--- config.mk ---
export PLATFORM = sky130hd
export DESIGN_NAME = data_mem_arbiter
export DESIGN_NICKNAME = d
export VERILOG_FILES = /design/src/rtl/data_mem_arbiter.sv
export SDC_FILE = /design/constraint.sdc
export NUM_CORES = 1
export LEC_CHECK = 0
export CAP_MARGIN = 0
export CORE_MARGIN = 5
export CORE_UTILIZATION = 22
export DETAILED_ROUTE_END_ITERATION = 10
export PLACE_DENSITY = 0.78
export SKIP_CTS_REPAIR_TIMING = 1
export SLEW_MARGIN = 25
export SYNTH_ARGS = -nofsm -noshare
export SYNTH_HDL_FRONTEND = slang
export SYNTH_SLANG_ARGS = --single-unit
--- constraint.sdc ---
create_clock -name clk -period 2.1 [get_ports clk]
set_input_delay 0.42 -clock clk [delete_from_list [all_inputs] [get_ports clk]]
set_output_delay 0.42 -clock clk [all_outputs]
set_load 0.02 [all_outputs]
--- src/rtl/data_mem_arbiter.sv ---
// Two-port arbiter in front of a single-port data memory: round-robin between A and B,
// with an optional bounded lock that gives one port exclusive access for a burst.
module data_mem_arbiter #(
    parameter int ADDR_WIDTH = 10,
    parameter int DATA_WIDTH = 32,
    parameter int LOCK_MAX   = 16
) (
    input  logic                  clk,
    input  logic                  rst_n,

    input  logic                  a_req,
    input  logic                  a_we,
    input  logic                  a_lock,
    input  logic [ADDR_WIDTH-1:0] a_addr,
    input  logic [DATA_WIDTH-1:0] a_wdata,
    output logic                  a_gnt,
    output logic                  a_rvalid,
    output logic [DATA_WIDTH-1:0] a_rdata,

    input  logic                  b_req,
    input  logic                  b_we,
    input  logic                  b_lock,
    input  logic [ADDR_WIDTH-1:0] b_addr,
    input  logic [DATA_WIDTH-1:0] b_wdata,
    output logic                  b_gnt,
    output logic                  b_rvalid,
    output logic [DATA_WIDTH-1:0] b_rdata,

    output logic [ADDR_WIDTH-1:0] mem_addr,
    output logic                  mem_wr_n,
    output logic                  mem_rd_n,
    output logic [DATA_WIDTH-1:0] mem_wdata,
    input  logic [DATA_WIDTH-1:0] mem_rdata,

    output logic                  lock_timeout,
    output logic [1:0]            dbg_state
);

    typedef enum logic [1:0] {
        IDLE   = 2'd0,
        LOCK_A = 2'd1,
        LOCK_B = 2'd2
    } state_t;

    localparam int CNT_W = (LOCK_MAX > 2) ? $clog2(LOCK_MAX) : 1;
    localparam logic [CNT_W-1:0] CNT_LAST = CNT_W'(LOCK_MAX - 1);

    state_t           state, state_nxt;
    logic             prio_b, prio_b_nxt;
    logic [CNT_W-1:0] lock_cnt, lock_cnt_nxt;
    logic             timeout_hit;
    logic             a_rvalid_q, b_rvalid_q;

    // State register
    always_ff @(posedge clk) begin
        if (!rst_n) begin
            state        <= IDLE;
            prio_b       <= 1'b0;
            lock_cnt     <= '0;
            lock_timeout <= 1'b0;
            a_rvalid_q   <= 1'b0;
            b_rvalid_q   <= 1'b0;
        end else begin
            state        <= state_nxt;
            prio_b       <= prio_b_nxt;
            lock_cnt     <= lock_cnt_nxt;
            lock_timeout <= timeout_hit;
            a_rvalid_q   <= a_gnt & ~a_we;
            b_rvalid_q   <= b_gnt & ~b_we;
        end
    end

    // Next-state logic; every exit from a lock hands priority to the other port.
    always_comb begin
        state_nxt    = state;
        prio_b_nxt   = prio_b;
        lock_cnt_nxt = lock_cnt;
        timeout_hit  = 1'b0;
        case (state)
            IDLE: begin
                if (a_gnt) begin
                    if (a_lock) begin
                        state_nxt    = LOCK_A;
                        lock_cnt_nxt = '0;
                    end else begin
                        prio_b_nxt = 1'b1;
                    end
                end else if (b_gnt) begin
                    if (b_lock) begin
                        state_nxt    = LOCK_B;
                        lock_cnt_nxt = '0;
                    end else begin
                        prio_b_nxt = 1'b0;
                    end
                end
            end
            LOCK_A: begin
                lock_cnt_nxt = lock_cnt + CNT_W'(1);
                if (!a_lock || lock_cnt == CNT_LAST) begin
                    state_nxt    = IDLE;
                    prio_b_nxt   = 1'b1;
                    lock_cnt_nxt = '0;
                    timeout_hit  = a_lock;
                end
            end
            LOCK_B: begin
                lock_cnt_nxt = lock_cnt + CNT_W'(1);
                if (!b_lock || lock_cnt == CNT_LAST) begin
                    state_nxt    = IDLE;
                    prio_b_nxt   = 1'b0;
                    lock_cnt_nxt = '0;
                    timeout_hit  = b_lock;
                end
            end
            default: begin
                state_nxt    = IDLE;
                lock_cnt_nxt = '0;
            end
        endcase
    end

    // Handshake: a request is held until gnt; gnt is combinational and the access
    // completes at the same rising edge, so a port may drop or change req right after.
    always_comb begin
        a_gnt = 1'b0;
        b_gnt = 1'b0;
        if (rst_n) begin
            case (state)
                IDLE: begin
                    a_gnt = a_req & (~b_req | ~prio_b);
                    b_gnt = b_req & ~a_gnt;
                end
                LOCK_A:  a_gnt = a_req;
                LOCK_B:  b_gnt = b_req;
                default: begin
                    a_gnt = 1'b0;
                    b_gnt = 1'b0;
                end
            endcase
        end
    end

    // Memory-side mux; the bus is driven to all zeros when nobody is granted.
    always_comb begin
        mem_addr  = '0;
        mem_wdata = '0;
        mem_wr_n  = 1'b0;
        mem_rd_n  = 1'b0;
        if (a_gnt) begin
            mem_addr  = a_addr;
            mem_wdata = a_wdata;
            mem_wr_n  = a_we;
            mem_rd_n  = ~a_we;
        end else if (b_gnt) begin
            mem_addr  = b_addr;
            mem_wdata = b_wdata;
            mem_wr_n  = b_we;
            mem_rd_n  = ~b_we;
        end
    end

    // Gating with rst_n kills a read whose return cycle coincides with reset.
    assign a_rvalid  = a_rvalid_q & rst_n;
    assign b_rvalid  = b_rvalid_q & rst_n;
    assign a_rdata   = a_rvalid ? mem_rdata : '0;
    assign b_rdata   = b_rvalid ? mem_rdata : '0;
    assign dbg_state = state;

endmodule

# --- After elaboration in Yosys (flattened, before gate mapping) ---
# Cells that the tools add are included.
totals:
  ff_bits: 10
  latch_bits: 0
  ramBits: 0
  mem_bits_ro: 0
  input_bits: 124
  output_inout_bits: 115
  elab_cells: 76
  mem_count: 0
op_classes:
  addsub: 1
  mul: 0
  div_mod_pow: 0
  magnitude_cmp: 0
  n_eq_ne: 10
  n_shift: 0
  muxes: 38
  bitwise: 12
  reduce_logical: 9
op_table:
  columns: ["op", "count"]
  rows:
  - ["32-bit two-way mux", 4]
  - ["4-bit two-way mux", 6]
  - ["10-bit two-way mux", 2]
  - ["3-bit != test, second input constant", 5]
  - ["1-bit two-way mux", 14]
  - ["2-bit two-way mux", 6]
  - ["4-bit case mux with 3 select lines", 1]
  - ["1-bit bitwise AND", 6]
  - ["1-bit case mux with 2 select lines", 3]
  - ["2-bit case mux with 3 select lines", 1]
  - ["6-bit AND reduction", 1]
  - ["1-bit NOT", 5]
  - ["5-bit AND reduction", 1]
  - ["4-bit by 1-bit adder with 4-bit output, second input constant", 1]
  - ["4-bit equality test, second input constant", 1]
  - ["2-bit != test, second input constant", 2]
  - ["1-bit case mux with 3 select lines", 1]
  - ["3-bit AND reduction", 1]
  - ["3-bit nonzero test", 1]
  - ["2-bit by 1-bit equality test with 1-bit output, second input constant", 1]
  - ["2-bit equality test, second input constant", 1]
  - ["1-bit logical NOT", 2]
  - ["2-bit logical NOT", 1]
  - ["1-bit logical OR", 2]
  - ["1-bit OR", 1]

# --- Logic depth before layout (Yosys ltp) ---
# Gate-level depths: netlist of run 1.
depth:
  word_depth: 10
  depth_mapped: 8
  ltp_nobuf: 7

# --- Worst setup path after synthesis of run 1 ---
# Ideal clock, no wire load.
synth_path:
  path_type: "flip-flop to output port"
  from: "register state[1] (netlist: dbg_state[1])"
  to: "output mem_wdata[10]"
  arrival_ps: 2026
  required_time_ps: 1680
  slack_ps: -346
  path_stages_with_launch: 8
  n_path_buf: 1
  cell_sequence: "dfxtp_1 > ha_1 > or3b_4 > o2111ai_4 > inv_2 > clkbuf_1 > nand2_1 > o21ai_0"
synth_between:
  elab_chain_cells: 5
  word_cells_on_any_way: 9
  classes_between: "eq/ne (2); mux (6); reduce/logical (1)"
synth_lines:
  columns: ["item", "line", "source"]
  rows:
  - ["start: declaration", "48", "state_t state, state_nxt;"]
  - ["start signal: assignment", "64", "state <= state_nxt;"]
  - ["2-bit equality test or 2-bit logical NOT (tied branches)", "128", "case (state)"]
  - ["1-bit case mux with 2 select lines", "128", null]
  - ["1-bit two-way mux", "127", "if (rst_n) begin"]
  - ["32-bit two-way mux", "154", "end else if (b_gnt) begin"]
  - ["32-bit two-way mux *", "149", "if (a_gnt) begin"]
  - ["end: declaration", "32", "output logic [DATA_WIDTH-1:0] mem_wdata,"]
# Every way passes the cells marked *; elsewhere a longest branch is shown, timed or not.

# --- Worst setup path after layout of run 1 ---
layout_path:
  from: "register state[0] (netlist: dbg_state[0])"
  to: "output mem_rd_n"
layout_between:
  elab_chain_cells: 5
  word_cells_on_any_way: 9
  classes_between: "eq/ne (2); mux (6); reduce/logical (1)"
layout_lines:
  columns: ["item", "line", "source"]
  rows:
  - ["2-bit equality test or 2-bit logical NOT (tied branches)", "128", null]
  - ["1-bit case mux with 2 select lines", "128", null]
  - ["1-bit two-way mux", "127", null]
  - ["1-bit two-way mux", "154", null]
  - ["1-bit two-way mux *", "149", null]
  - ["end: declaration", "31", "output logic mem_rd_n,"]
# Marked as above.

==> results summary, run 1 <==
The post-synthesis sequential element count is 10. The number of instances in the placed design came out at 631. The worst register-to-register path begins at dbg_state[1]. The number of hold violations in the final report came out at 0. In this run the most critical hold path is launched from lock_cnt[0]. The Yosys step of the flow raised 0 warnings. The total track usage is 17.8%. The total number of vias came out at 3028. The netlist area before placement came out at 1680 µm². Subtracting the final worst setup slack from the clock period gives 2.26 ns.

Counting instances, the worst hold path has a depth of 1. The number of inserted filler cells in the final layout came out at 603. The number of pins exceeding their max-slew limit in the final report came to 0.

The final HPWL from detailed placement is 7980 µm. Counting instances in the post-synthesis netlist gives the leading cell types as 100 x sky130_fd_sc_hd__nand2_1, 64 x sky130_fd_sc_hd__and3_1, 35 x sky130_fd_sc_hd__o21ai_0. The remaining routing DRC violations is 0. The category of the critical setup timing path is register to output pin.

TritonCTS built the clock tree. The initial utilization of the core area, before any placement, comes to 22.8%. The number of antenna violations at the first check in global routing came out at 0.

The type of element capturing the critical path is an output pin. The number of buffers created by CTS is 3. The net count after synthesis is 423.

The largest clock skew in the final design is 0.000991 ns. The placement row count is 31. The number of clock sinks came out at 10. The sequential standard cell area came out at 208 µm². The data required time of the critical path came out at 1.68 ns. The maximum level of the CTS H-tree came out at 1. Of the total power, the share spent switching nets is 44.9%. The slack of the critical path is -0.165 ns. The number of violations of the max-capacitance limit came out at 0. Dividing the detail-routed wire length by the instance count gives 15.6 µm. The register area share after synthesis came out at 11.9%. After global routing the overflow that remains totals 0. The net count reported at finish is 675. The multi-input combinational cells in the finished layout cover a total of 1650 µm². The height of the chip came out at 97.5 µm. For this run, asynchronously set or reset flops after synthesis account for 0%. The number of enable flip-flop cells after synthesis came out at 0. Yosys attributes the largest share of cell area to sky130_fd_sc_hd__and3_1 24%, sky130_fd_sc_hd__nand2_1 22%, sky130_fd_sc_hd__dfxtp_1 12%. The proportion of netlist area held by the largest area contributor came out at 23.8%. Entering global routing, the biggest net connects 77 pins. Buffers placed on the I/O ports in this run total 238. The portion of the clock cycle consumed by the worst path in the final layout is 108%. The final setup violation count came out at 46. For this block, the initial DRC count from the detailed router was 86. In the final layout, the share of cells above drive strength 1 is 30.8%. For this design the total switching power over the nets is 0.00131 W.

The pre-antenna-repair detailed-routing pass consisted of 4 iterations. The internal power came out at 0.00161 W. The data arrival at the endpoint of the critical path came out at 1.84 ns. The buffer levels on the longest clock path is 2. Clock-pin slew was measured on the worst setup and hold paths at 0.05 ns. The number of top-level pins is 239. Among all cell types in the netlist, the one instantiated most often is sky130_fd_sc_hd__nand2_1. Combinational logic is responsible for 82.7% of the overall power. The post-layout instance count excluding filler cells is 644. The cell sitting at the root of the clock tree is a sky130_fd_sc_hd__clkbuf_8. The via density per instance came out at 4.70.

The post-synthesis to final-layout area growth is 191%. Adding up every negative setup slack in the final design gives -5.43 ns. Of all nets on the critical path, the largest fanout is 2. STA classifies the critical path startpoint as a register. For the worst flop-to-flop path, the logic depth is 10.

The most used flip-flop cell after synthesis is sky130_fd_sc_hd__dfxtp_1. The number of global-route vias before repair is 2843. The first-pass GRT wire length is 14200 µm.

The cell leakage power is 2.80 nW. The final antenna diode count is 0. The biggest area contributor in the post-synthesis netlist is sky130_fd_sc_hd__and3_1. The peak ir drop on the vdd network is 0.000299 V.

The die area came out at 9500 µm². The actual transition at the worst max-transition pin came out at 0.331 ns. The most critical setup path has its startpoint at dbg_state[0]. The sum of routed wire length over all layers came out at 10000 µm.

The worst max-slew margin expressed relative to the limit is 77.9%. The area inside the core boundary came out at 7370 µm². The maximum clock frequency is 442 MHz.

The total power divided by cell area came out at 595 nW/µm². The synthesized instance count is 294. For the worst-skew pair, the clock arrives at the later sink with an insertion delay of 0.24 ns. The congestion estimate from routability-driven global placement came to 0.838. The clock network fraction of design power is 8.3%. The flow ran to the end, but the final reports show violations. The final reports fail on negative setup slack.

The chip width came out at 97.5 µm. Setup repair after global routing could not meet its margin everywhere. The remaining antenna violation count after routing is 0.

The number of distinct library cell variants in the gate-level netlist after synthesis came out at 34. The average cell area after synthesis came out at 5.72 µm². The relative contribution of sequential cells to total power is 9.1%.

The min-delay analysis places its worst path in the category register to register.
==> metrics by stage <==
stage / instance area (µm²) / setup WS (ns) / util, % / hold WS [ns] / power (W)
floorplan: 1850 / 0.00358 / - / 0.440 / 0.00134
global placement: 4490 / -0.738 / 61.0 / 0.456 / 0.00238
detailed placement: 4490 / -0.753 / 61.0 / 0.475 / 0.00240
CTS: 4550 / -0.755 / 61.7 / 0.489 / 0.00266
global route: 4900 / -0.246 / 66.5 / 0.518 / 0.00310
finish: 4900 / -0.165 / 66.5 / 0.485 / 0.00291
==> kinds of logic (layout without fill, tap and decap cells) <==
logic type / Yosys count / after routing / share of synthesized area, %
adders and majority gates: 5 / 5 / 3.72
buffers and inverters: 32 / 283 / 7.66
and+or+nand+nor: 185 / 185 / 52.9
AOI/OAI and AO/OA: 59 / 59 / 22.0
muxes: 3 / 3 / 1.78
DFF: 10 / 10 / 11.9
==> power by group through the flow <==
stage / sequential, W / combinational, W / clock [W]
floorplan: 0.000271 / 0.00107 / 0
global placement: 0.000252 / 0.00213 / 0
detailed placement: 0.000251 / 0.00215 / 0
CTS: 0.000249 / 0.00216 / 0.000248
global route: 0.000267 / 0.00257 / 0.000263
finish: 0.000264 / 0.00241 / 0.000241
==> worst paths after layout <==
| check | to | slack [ns] |
|---|---|---|
| worst max-delay path | mem_rd_n | -0.16 |
| worst max register to register | lock_cnt[2] | 0.08 |
| worst min register to register | lock_cnt[0] | 0.48 |
| worst min-delay path | lock_cnt[0] | 0.48 |
==> state kept, by name (all words and copies together), names as in the netlist <==
register	count
lock_cnt	4
dbg_state	2
a_rvalid_q	1
b_rvalid_q	1
lock_timeout	1
prio_b	1
==> cell type report <==
type,instances,share of cell area (%)
Tap cell,99,2.53
Timing Repair Buffer,275,58.1
Clock buffer,4,1.12
Multi-Input combinational cell,252,33.6
Sequential cell,10,4.24
Inverter,4,0.408
==> worst max-delay path, stage by stage, from the launching register on <==
cell                        delay (ns)
sky130_fd_sc_hd__dfxtp_4          0.36
sky130_fd_sc_hd__inv_4            0.05
sky130_fd_sc_hd__ha_4             0.15
sky130_fd_sc_hd__or3b_4           0.38
sky130_fd_sc_hd__o2111ai_4        0.10
sky130_fd_sc_hd__buf_6            0.13
sky130_fd_sc_hd__buf_6            0.08
sky130_fd_sc_hd__nor2_2           0.03
sky130_fd_sc_hd__o21ai_1          0.08
sky130_fd_sc_hd__nand2b_1         0.10
sky130_fd_sc_hd__buf_6            0.14
==> metal layers <==
| layer | share of wire [%] | track usage (%) | wire (µm) | vias to the layer above |
|---|---|---|---|---|
| met1 | 34 | 17.0 | 3440 | 1342 |
| li1 | - | - | - | 1519 |
| met5 | 0 | 0 | 0 | - |
| met2 | 55 | 35.2 | 5550 | 151 |
| met4 | 1.6 | 5.01 | 156 | 0 |
| met3 | 9.0 | 6.46 | 902 | 16 |
==> cells in the final DEF (no fill, tap or decap), types with 8 or more instances in the layout <==
cell and count:
sky130_fd_sc_hd__clkdlybuf4s50_1 156, sky130_fd_sc_hd__o21ai_2 41, sky130_fd_sc_hd__dlymetal6s2s_1 36, sky130_fd_sc_hd__and3_1 64, sky130_fd_sc_hd__dfxtp_1 8, sky130_fd_sc_hd__buf_6 29
sky130_fd_sc_hd__buf_2 8, sky130_fd_sc_hd__buf_4 26, sky130_fd_sc_hd__clkbuf_2 9, sky130_fd_sc_hd__nand2_2 17, sky130_fd_sc_hd__nand2_1 77
No activity file was read; power rests on OpenSTA's default activity.
==> inputs of run 2 (changes only) <==
--- a/config.mk
+++ b/config.mk
@@ -9,6 +9,7 @@
 export CORE_MARGIN = 5
 export CORE_UTILIZATION = 22
 export DETAILED_ROUTE_END_ITERATION = 10
+export GPL_TIMING_DRIVEN = 0
 export PLACE_DENSITY = 0.78
 export SKIP_CTS_REPAIR_TIMING = 1
 export SLEW_MARGIN = 25
==> run 2 against run 1 <==
The run still ends with negative setup slack left. First-iteration DRC count is 23% lower. Register-to-register slack improved by 0.02 ns. Via count grew 2.1%. Final cell count down 0.47%. Utilization fell by 4.6 points. Fmax shrank 6.9%. Cell area shrank 6.9%. Routed wire length is 4.1% higher. Sequential power is 3% higher. Hold slack worse by 0.011 ns. Clock skew grew 0.0034 ns. Worst setup slack worse by 0.17 ns. Critical endpoint is now mem_wdata[5]. Largest cell class unchanged. Largest power group unchanged.
==> results summary, run 2 (synthesis gave the netlist of run 1 again) <==
Run status: finished, violations left (unchanged). Violations in the final reports: negative setup slack (unchanged). The cell leakage power is 3.17 nW (was 2.80 nW). The category of the critical setup timing path was register to output pin (unchanged). The TritonCTS clock tree is built (unchanged). The number of inserted filler cells in the final layout was 657 (was 603). The residual overflow from global routing is 0 (unchanged). The post-CTS clock slew at the launch and capture registers of the worst setup and hold paths is 0.05 ns (about the same). The number of hold violations in the final report came out at 0 (unchanged). The chip width is 97.5 µm (unchanged). The pin count of the biggest net entering global routing came out at 11 (was 77).

The worst reg-to-reg setup slack is 0.10 ns (was 0.08 ns). The portion of the clock cycle consumed by the worst path in the final layout is 116% (was 108%). The clock latency reported for the late side of the worst-skew pair came out at 0.24 ns (about the same). The final antenna diode count is 0 (unchanged). The number of instances in the placed design was 630 (was 631).

The number of top-level pins is 239 (unchanged). The remaining routing DRC violations came out at 0 (unchanged). The path class of the lowest-slack min-delay path was register to register (unchanged). The slack of the critical path came to -0.333 ns (was -0.165 ns). The total track usage came out at 19.3% (was 17.8%).

The number of pins exceeding their max-slew limit in the final report is 0 (unchanged). The average detailed-routed wire length per instance is 16.3 µm (was 15.6 µm). The area of the multi-input gates came out at 1540 µm² (was 1650 µm²).

The largest fanout of any net on the critical path is 10 (was 2). The last element of the critical path is mem_wdata[5] (was mem_rd_n). The buffer levels on the longest clock path came out at 2 (unchanged).

The data arrival at the endpoint of the critical path is 2.01 ns (was 1.84 ns). The launching element type of the critical path was a register (unchanged). The area inside the core boundary came out at 7370 µm² (unchanged). The first-pass GRT wire length is 15400 µm (was 14200 µm). The height of the chip is 97.5 µm (unchanged). The total number of vias came out at 3092 (was 3028). The net count reported at finish came out at 672 (was 675). The flip-flop count of the largest register, all copies and words added is 4 (unchanged).

The worst reg2reg path startpoint is dbg_state[0] (was dbg_state[1]). The post-route cell area is 4560 µm² (was 4900 µm²). The proportion of layout cells with a drive suffix above 1 was 26.8% (was 30.8%). The quantity of I/O buffers inserted on ports is 237 (was 238). The critical path launch point is dbg_state[0] (unchanged).

The most frequent standard cell in the layout excluding fill and tap cells was sky130_fd_sc_hd__clkdlybuf4s50_1 (unchanged). The remaining antenna violation count after routing came out at 0 (unchanged). The sequential standard cell area came to 208 µm² (unchanged).

The post-layout instance count excluding filler cells is 641 (was 644). Unrepaired setup endpoints after global routing: true (unchanged). The via density per instance came to 4.82 (was 4.70). The detailed-router iteration count before antenna repair is 4 (unchanged). The total power divided by cell area came out at 550 nW/µm² (was 595 nW/µm²). The area of placed instances was 4340 µm² (was 4490 µm²).

The data required time of the critical path is 1.68 ns (about the same). Most frequent cells in the layout: 127 x sky130_fd_sc_hd__clkdlybuf4s50_1, 96 x sky130_fd_sc_hd__nand2_1, 64 x sky130_fd_sc_hd__and3_1, 64 x sky130_fd_sc_hd__dlymetal6s2s_1, 40 x sky130_fd_sc_hd__o21ai_2 (was 156 x sky130_fd_sc_hd__clkdlybuf4s50_1, 77 x sky130_fd_sc_hd__nand2_1, 64 x sky130_fd_sc_hd__and3_1). The effective utilization at floorplan is 22.8% (unchanged). The worst-case reg-to-reg path depth came out at 8 (was 10). The final critical-path required period came to 2.43 ns (was 2.26 ns). The peak ir drop on the vdd network was 0.000301 V (was 0.000299 V). The core occupancy in the finished layout came out at 61.9% (was 66.5%). The final HPWL from detailed placement is 8540 µm (was 7980 µm). The delay of the slowest critical-path stage was 0.38 ns (about the same). The slowest library cell on the worst path is sky130_fd_sc_hd__or3b_4 (unchanged). The actual transition at the worst max-transition pin came out at 0.468 ns (was 0.331 ns). The largest clock skew in the final design is 0.00443 ns (was 0.000991 ns). The number of violations of the max-capacitance limit came out at 0 (unchanged). The die area came to 9500 µm² (unchanged). The number of antenna violations at the first check in global routing came out at 0 (unchanged). The placement row count is 31 (unchanged). The sum of routed wire length over all layers is 10500 µm (was 10000 µm).

Sequence of cells on the critical path: clkinvlp_4, ha_4, or3b_4, o2111ai_4, inv_4, buf_6, nand2_1, o21ai_2, clkbuf_2 (was inv_4, ha_4, or3b_4, o2111ai_4, buf_6, buf_6, nor2_2, o21ai_1, nand2b_1, buf_6). The worst max-slew margin expressed relative to the limit came out at 68.8% (was 77.9%). The number of clock sinks is 10 (unchanged). The post-synthesis to final-layout area growth is 171% (was 191%). The maximum level of the CTS H-tree is 1 (unchanged).

The placer congestion estimate came out at 0.876 (was 0.838). The final setup violation count came to 46 (unchanged). The reg-to-reg critical path endpoint was lock_cnt[2] (unchanged). The top register by number of flip-flops was lock_cnt (unchanged). The number of global-route vias before repair is 3121 (was 2843). The type of element capturing the critical path is an output pin (unchanged).

The clock root buffer was sky130_fd_sc_hd__clkbuf_8 (unchanged). The starting DRC count in detailed routing came out at 66 (was 86). The maximum clock frequency is 411 MHz (was 442 MHz). The number of buffers created by CTS was 3 (unchanged).
-- run 2: cell count changes in the layout (fill, tap and decap cells not counted), moves of 13 or more --
| cell | delta |
|---|---|
| sky130_fd_sc_hd__buf_6 | -19 |
| sky130_fd_sc_hd__dlymetal6s2s_1 | +28 |
| sky130_fd_sc_hd__nand2_1 | +19 |
| sky130_fd_sc_hd__clkbuf_2 | +18 |
| sky130_fd_sc_hd__clkdlybuf4s50_1 | -29 |
| sky130_fd_sc_hd__nand2_2 | -13 |
-- run 2: layout make-up --
type,instances,area share [%]
flip-flops and latches,10,4.55
multi-input cells,252,33.8
repair buffers,245,53.0
inverters,4,0.466
well taps,99,2.72
clock buffers,4,1.21
plain buffers,27,4.22
-- run 2: worst min-delay path by stage --
stage,depth (start not counted),slack (ns),endpoint,start
3_3_place_gp,1,0.46,lock_cnt[0],lock_cnt[0]
6_report,1,0.47,lock_cnt[0],lock_cnt[0]
3_5_place_dp,1,0.46,lock_cnt[0],lock_cnt[0]
2_1_floorplan,1,0.44,lock_cnt[0],lock_cnt[0]
4_1_cts,1,0.47,lock_cnt[0],lock_cnt[0]
5_1_grt,1,0.50,lock_cnt[0],lock_cnt[0]
-- run 2: worst max-delay path, delay by kind of cell, from the launching register on --
family | cells | cell delay [ns]
adder cells (fa/ha/maj) | 1 | 0.20
buffers and inverters | 4 | 0.54
AO/OA/AOI/OAI | 2 | 0.18
flip-flops | 1 | 0.37
AND/OR/NAND/NOR | 2 | 0.47
-- run 2: metal layers --
layer,wire length (µm),up-vias,track usage [%]
met5,0,-,0
met4,148,0,5.01
met3,853,13,6.10
met2,5530,158,38.2
met1,3920,1399,19.0
li1,-,1522,-
-- run 2: per-stage QoR --
stage	TNS, ns	power (W)	worst slack (ns)	hold WS [ns]
after floorplan	0	0.00134	0.00358	0.440
after global placement	-72.66	0.00220	-1.20	0.457
after detailed placement	-75.51	0.00223	-1.24	0.463
after CTS	-76.23	0.00248	-1.24	0.474
after global routing	-17.54	0.00267	-0.410	0.496
final	-14.09	0.00251	-0.333	0.473
-- run 2: where the power goes --
group          switching (W)  total [W]  leakage, nW  internal [W]
registers          0.0000445   0.000271       0.0831      0.000226
logic                0.00108    0.00199         3.06      0.000908
clock network      0.0000824   0.000248       0.0288      0.000165
total                0.00121    0.00251         3.17       0.00130
==> inputs of run 3 (changes only) <==
--- a/config.mk
+++ b/config.mk
@@ -6,11 +6,11 @@
 export NUM_CORES = 1
 export LEC_CHECK = 0
 export CAP_MARGIN = 0
-export CORE_MARGIN = 5
-export CORE_UTILIZATION = 22
+export CORE_AREA = 2 2 94 96
 export DETAILED_ROUTE_END_ITERATION = 10
+export DIE_AREA = 0 0 96 98
 export GPL_TIMING_DRIVEN = 0
-export PLACE_DENSITY = 0.78
+export PLACE_DENSITY = 0.72
 export SKIP_CTS_REPAIR_TIMING = 1
 export SLEW_MARGIN = 25
 export SYNTH_ARGS = -nofsm -noshare
==> run 3 against run 2 <==
The run still ends with negative setup slack left. Register-to-register slack about the same. Cell area is 2.6% higher. Flip-flop and latch count unchanged. Hold slack improved by 0.013 ns. Routed wire length fell by 3.4%. Count of clock-buffer cells in the layout is the same. Critical path type unchanged. Highest routed layer unchanged.
==> results summary, run 3 (synthesis gave the netlist of run 1 again) <==
The final antenna diode count came out at 0 (unchanged). The post-route cell area was 4680 µm² (was 4560 µm²). The type of element capturing the critical path is an output pin (unchanged).

The residual overflow from global routing is 0 (unchanged). The final setup violation count came out at 45 (was 46). The count of buffering cells on the critical path with inverters included is 4 (unchanged).

The switching fraction of total power came out at 47.9% (was 48.2%). The final critical-path required period came to 2.41 ns (was 2.43 ns). The net count reported at finish came out at 679 (was 672). The number of global-route vias before repair is 2873 (was 3121). The starting DRC count in detailed routing is 77 (was 66). The number of pins exceeding their max-slew limit in the final report came out at 0 (unchanged). Run status: finished, violations left (unchanged). The post-CTS clock slew at the launch and capture registers of the worst setup and hold paths is 0.05 ns (about the same). The placement row count came out at 34 (was 31).

The sum of routed wire length over all layers came out at 10100 µm (was 10500 µm). The largest fanout of any net on the critical path came out at 10 (unchanged). Unrepaired setup endpoints after global routing: true (unchanged). The number of violations of the max-capacitance limit is 0 (unchanged). The number of buffers created by CTS came out at 3 (unchanged). The path class of the lowest-slack min-delay path was register to register (unchanged). The number of clock sinks came out at 10 (unchanged). The net switching power is 0.00126 W (was 0.00121 W).

The critical path launch point was dbg_state[0] (unchanged). The remaining routing DRC violations came out at 0 (unchanged). The launching element type of the critical path is a register (unchanged). The area of the multi-input gates was 1580 µm² (was 1540 µm²). The maximum clock frequency came out at 414 MHz (was 411 MHz).

The total power divided by cell area is 563 nW/µm² (was 550 nW/µm²). The relative contribution of sequential cells to total power is 10.3% (was 10.8%). The most frequent standard cell in the layout excluding fill and tap cells is sky130_fd_sc_hd__clkdlybuf4s50_1 (unchanged).

The slack of the critical path came out at -0.313 ns (was -0.333 ns). The first-pass GRT wire length is 14300 µm (was 15400 µm). The portion of the clock cycle consumed by the worst path in the final layout was 115% (was 116%). Most frequent cells in the layout: 128 x sky130_fd_sc_hd__clkdlybuf4s50_1, 94 x sky130_fd_sc_hd__nand2_1, 64 x sky130_fd_sc_hd__and3_1 (was 127 x sky130_fd_sc_hd__clkdlybuf4s50_1, 96 x sky130_fd_sc_hd__nand2_1, 64 x sky130_fd_sc_hd__and3_1, 64 x sky130_fd_sc_hd__dlymetal6s2s_1, 40 x sky130_fd_sc_hd__o21ai_2). The number of hold violations in the final report came out at 0 (unchanged).

The top cell family by delay on the critical path is buffers and inverters (unchanged). The height of the chip is 98 µm (was 97.5 µm). The area of placed instances came out at 4360 µm² (was 4340 µm²).

The proportion of layout cells with a drive suffix above 1 is 28.4% (was 26.8%). The power share of the combinational group came to 81.9% (was 79.3%). Violations in the final reports: negative setup slack (unchanged).

The detailed-router iteration count before antenna repair is 4 (unchanged). The largest clock skew in the final design is 0.00548 ns (was 0.00443 ns). The quantity of I/O buffers inserted on ports came to 237 (unchanged).

The remaining antenna violation count after routing is 0 (unchanged). The pin count of the biggest net entering global routing is 11 (unchanged). The number of antenna violations at the first check in global routing is 0 (unchanged). The actual transition at the worst max-transition pin is 0.458 ns (was 0.468 ns).

The post-synthesis to final-layout area growth is 178% (was 171%). The total track usage is 18.7% (was 19.3%). The internal power came out at 0.00137 W (was 0.00130 W).

The startpoint of the lowest-slack hold path was lock_cnt[1] (was lock_cnt[0]). The effective utilization at floorplan came out at 19.9% (was 22.8%). The sequential standard cell area is 208 µm² (unchanged). The area inside the core boundary came out at 8470 µm² (was 7370 µm²). The summed negative setup slack over all endpoints came out at -13.15 ns (was -14.09 ns). The chip width is 96 µm (was 97.5 µm). The data arrival at the endpoint of the critical path is 1.99 ns (was 2.01 ns).

The peak ir drop on the vdd network is 0.000276 V (was 0.000301 V). The worst max-slew margin expressed relative to the limit came out at 69.4% (was 68.8%). The data required time of the critical path is 1.68 ns (about the same). The clock latency reported for the late side of the worst-skew pair was 0.24 ns (about the same).

The cell leakage power is 3.19 nW (was 3.17 nW). The slowest library cell on the worst path is sky130_fd_sc_hd__or3b_4 (unchanged). The number of top-level pins came out at 239 (unchanged).

The clock network fraction of design power is 7.8% (was 9.9%). The maximum level of the CTS H-tree came to 1 (unchanged). The average detailed-routed wire length per instance was 15.4 µm (was 16.3 µm).

The placer congestion estimate is 0.842 (was 0.876). The top register by number of flip-flops was lock_cnt (unchanged). Sequence of cells on the critical path: clkinvlp_4, ha_4, or3b_4, o2111ai_4, inv_4, buf_6, nand2_1, o21ai_2, buf_4 (was clkinvlp_4, ha_4, or3b_4, o2111ai_4, inv_4, buf_6, nand2_1, o21ai_2, clkbuf_2).

The clock root buffer was sky130_fd_sc_hd__clkbuf_8 (unchanged). The buffer levels on the longest clock path is 2 (unchanged). The core occupancy in the finished layout is 55.3% (was 61.9%). The TritonCTS clock tree is built (unchanged). The delay of the slowest critical-path stage came out at 0.38 ns (about the same). The worst reg2reg path startpoint is dbg_state[0] (unchanged). The category of the critical setup timing path is register to output pin (unchanged). The total number of vias is 3104 (was 3092). The flip-flop count of the largest register, all copies and words added came out at 4 (unchanged).

The die area came to 9410 µm² (was 9500 µm²). The number of inserted filler cells in the final layout is 797 (was 657). The worst slack after detailed placement came to -1.27 ns (was -1.24 ns).

The final HPWL from detailed placement is 8190 µm (was 8540 µm). The via density per instance is 4.72 (was 4.82).
-- run 3: final cells by class --
cell class / instances / share of cell area (%)
Buffer: 28 / 4.39
Clock buffer: 4 / 0.963
Inverter: 4 / 0.455
Multi-Input combinational cell: 252 / 33.8
Sequential cell: 10 / 4.44
Tap cell: 108 / 2.89
Timing Repair Buffer: 251 / 53.0
-- run 3: final timing paths --
check	end	slack (ns)	depth (start not counted)
setup / recovery	mem_wdata[22]	-0.31	9
hold / removal	lock_cnt[1]	0.49	2
setup reg to reg	lock_cnt[2]	0.09	8
hold reg to reg	lock_cnt[1]	0.49	2
-- run 3: tightest hold or removal path: cells and delay by family, from the launching register on --
family	cells	cell delay, ns
AOI/OAI and AO/OA	1	0.06
DFF	1	0.32
and+or+nand+nor	1	0.06
-- run 3: power groups by stage --
stage / sequential (W) / combinational (W) / clock [W]
floorplan: 0.000271 / 0.00107 / 0
global placement: 0.000265 / 0.00195 / 0
detailed placement: 0.000267 / 0.00197 / 0
CTS: 0.000263 / 0.00198 / 0.000209
global route: 0.000277 / 0.00230 / 0.000218
finish: 0.000270 / 0.00216 / 0.000207
-- run 3: routing by layer --
layer  global-route usage (%)  wire length [µm]
met1                     18.4              3510
met2                     38.8              5580
met3                     4.78               977
met4                     1.65                22
met5                        0                 0
-- run 3: per-stage QoR --
step / cells / hold WS (ns) / total power [W]
finish: 657 / 0.487 / 0.00263
CTS: 643 / 0.491 / 0.00245
floorplan: 294 / 0.440 / 0.00134
global route: 657 / 0.522 / 0.00279
global placement: 639 / 0.461 / 0.00221
detailed placement: 639 / 0.486 / 0.00224
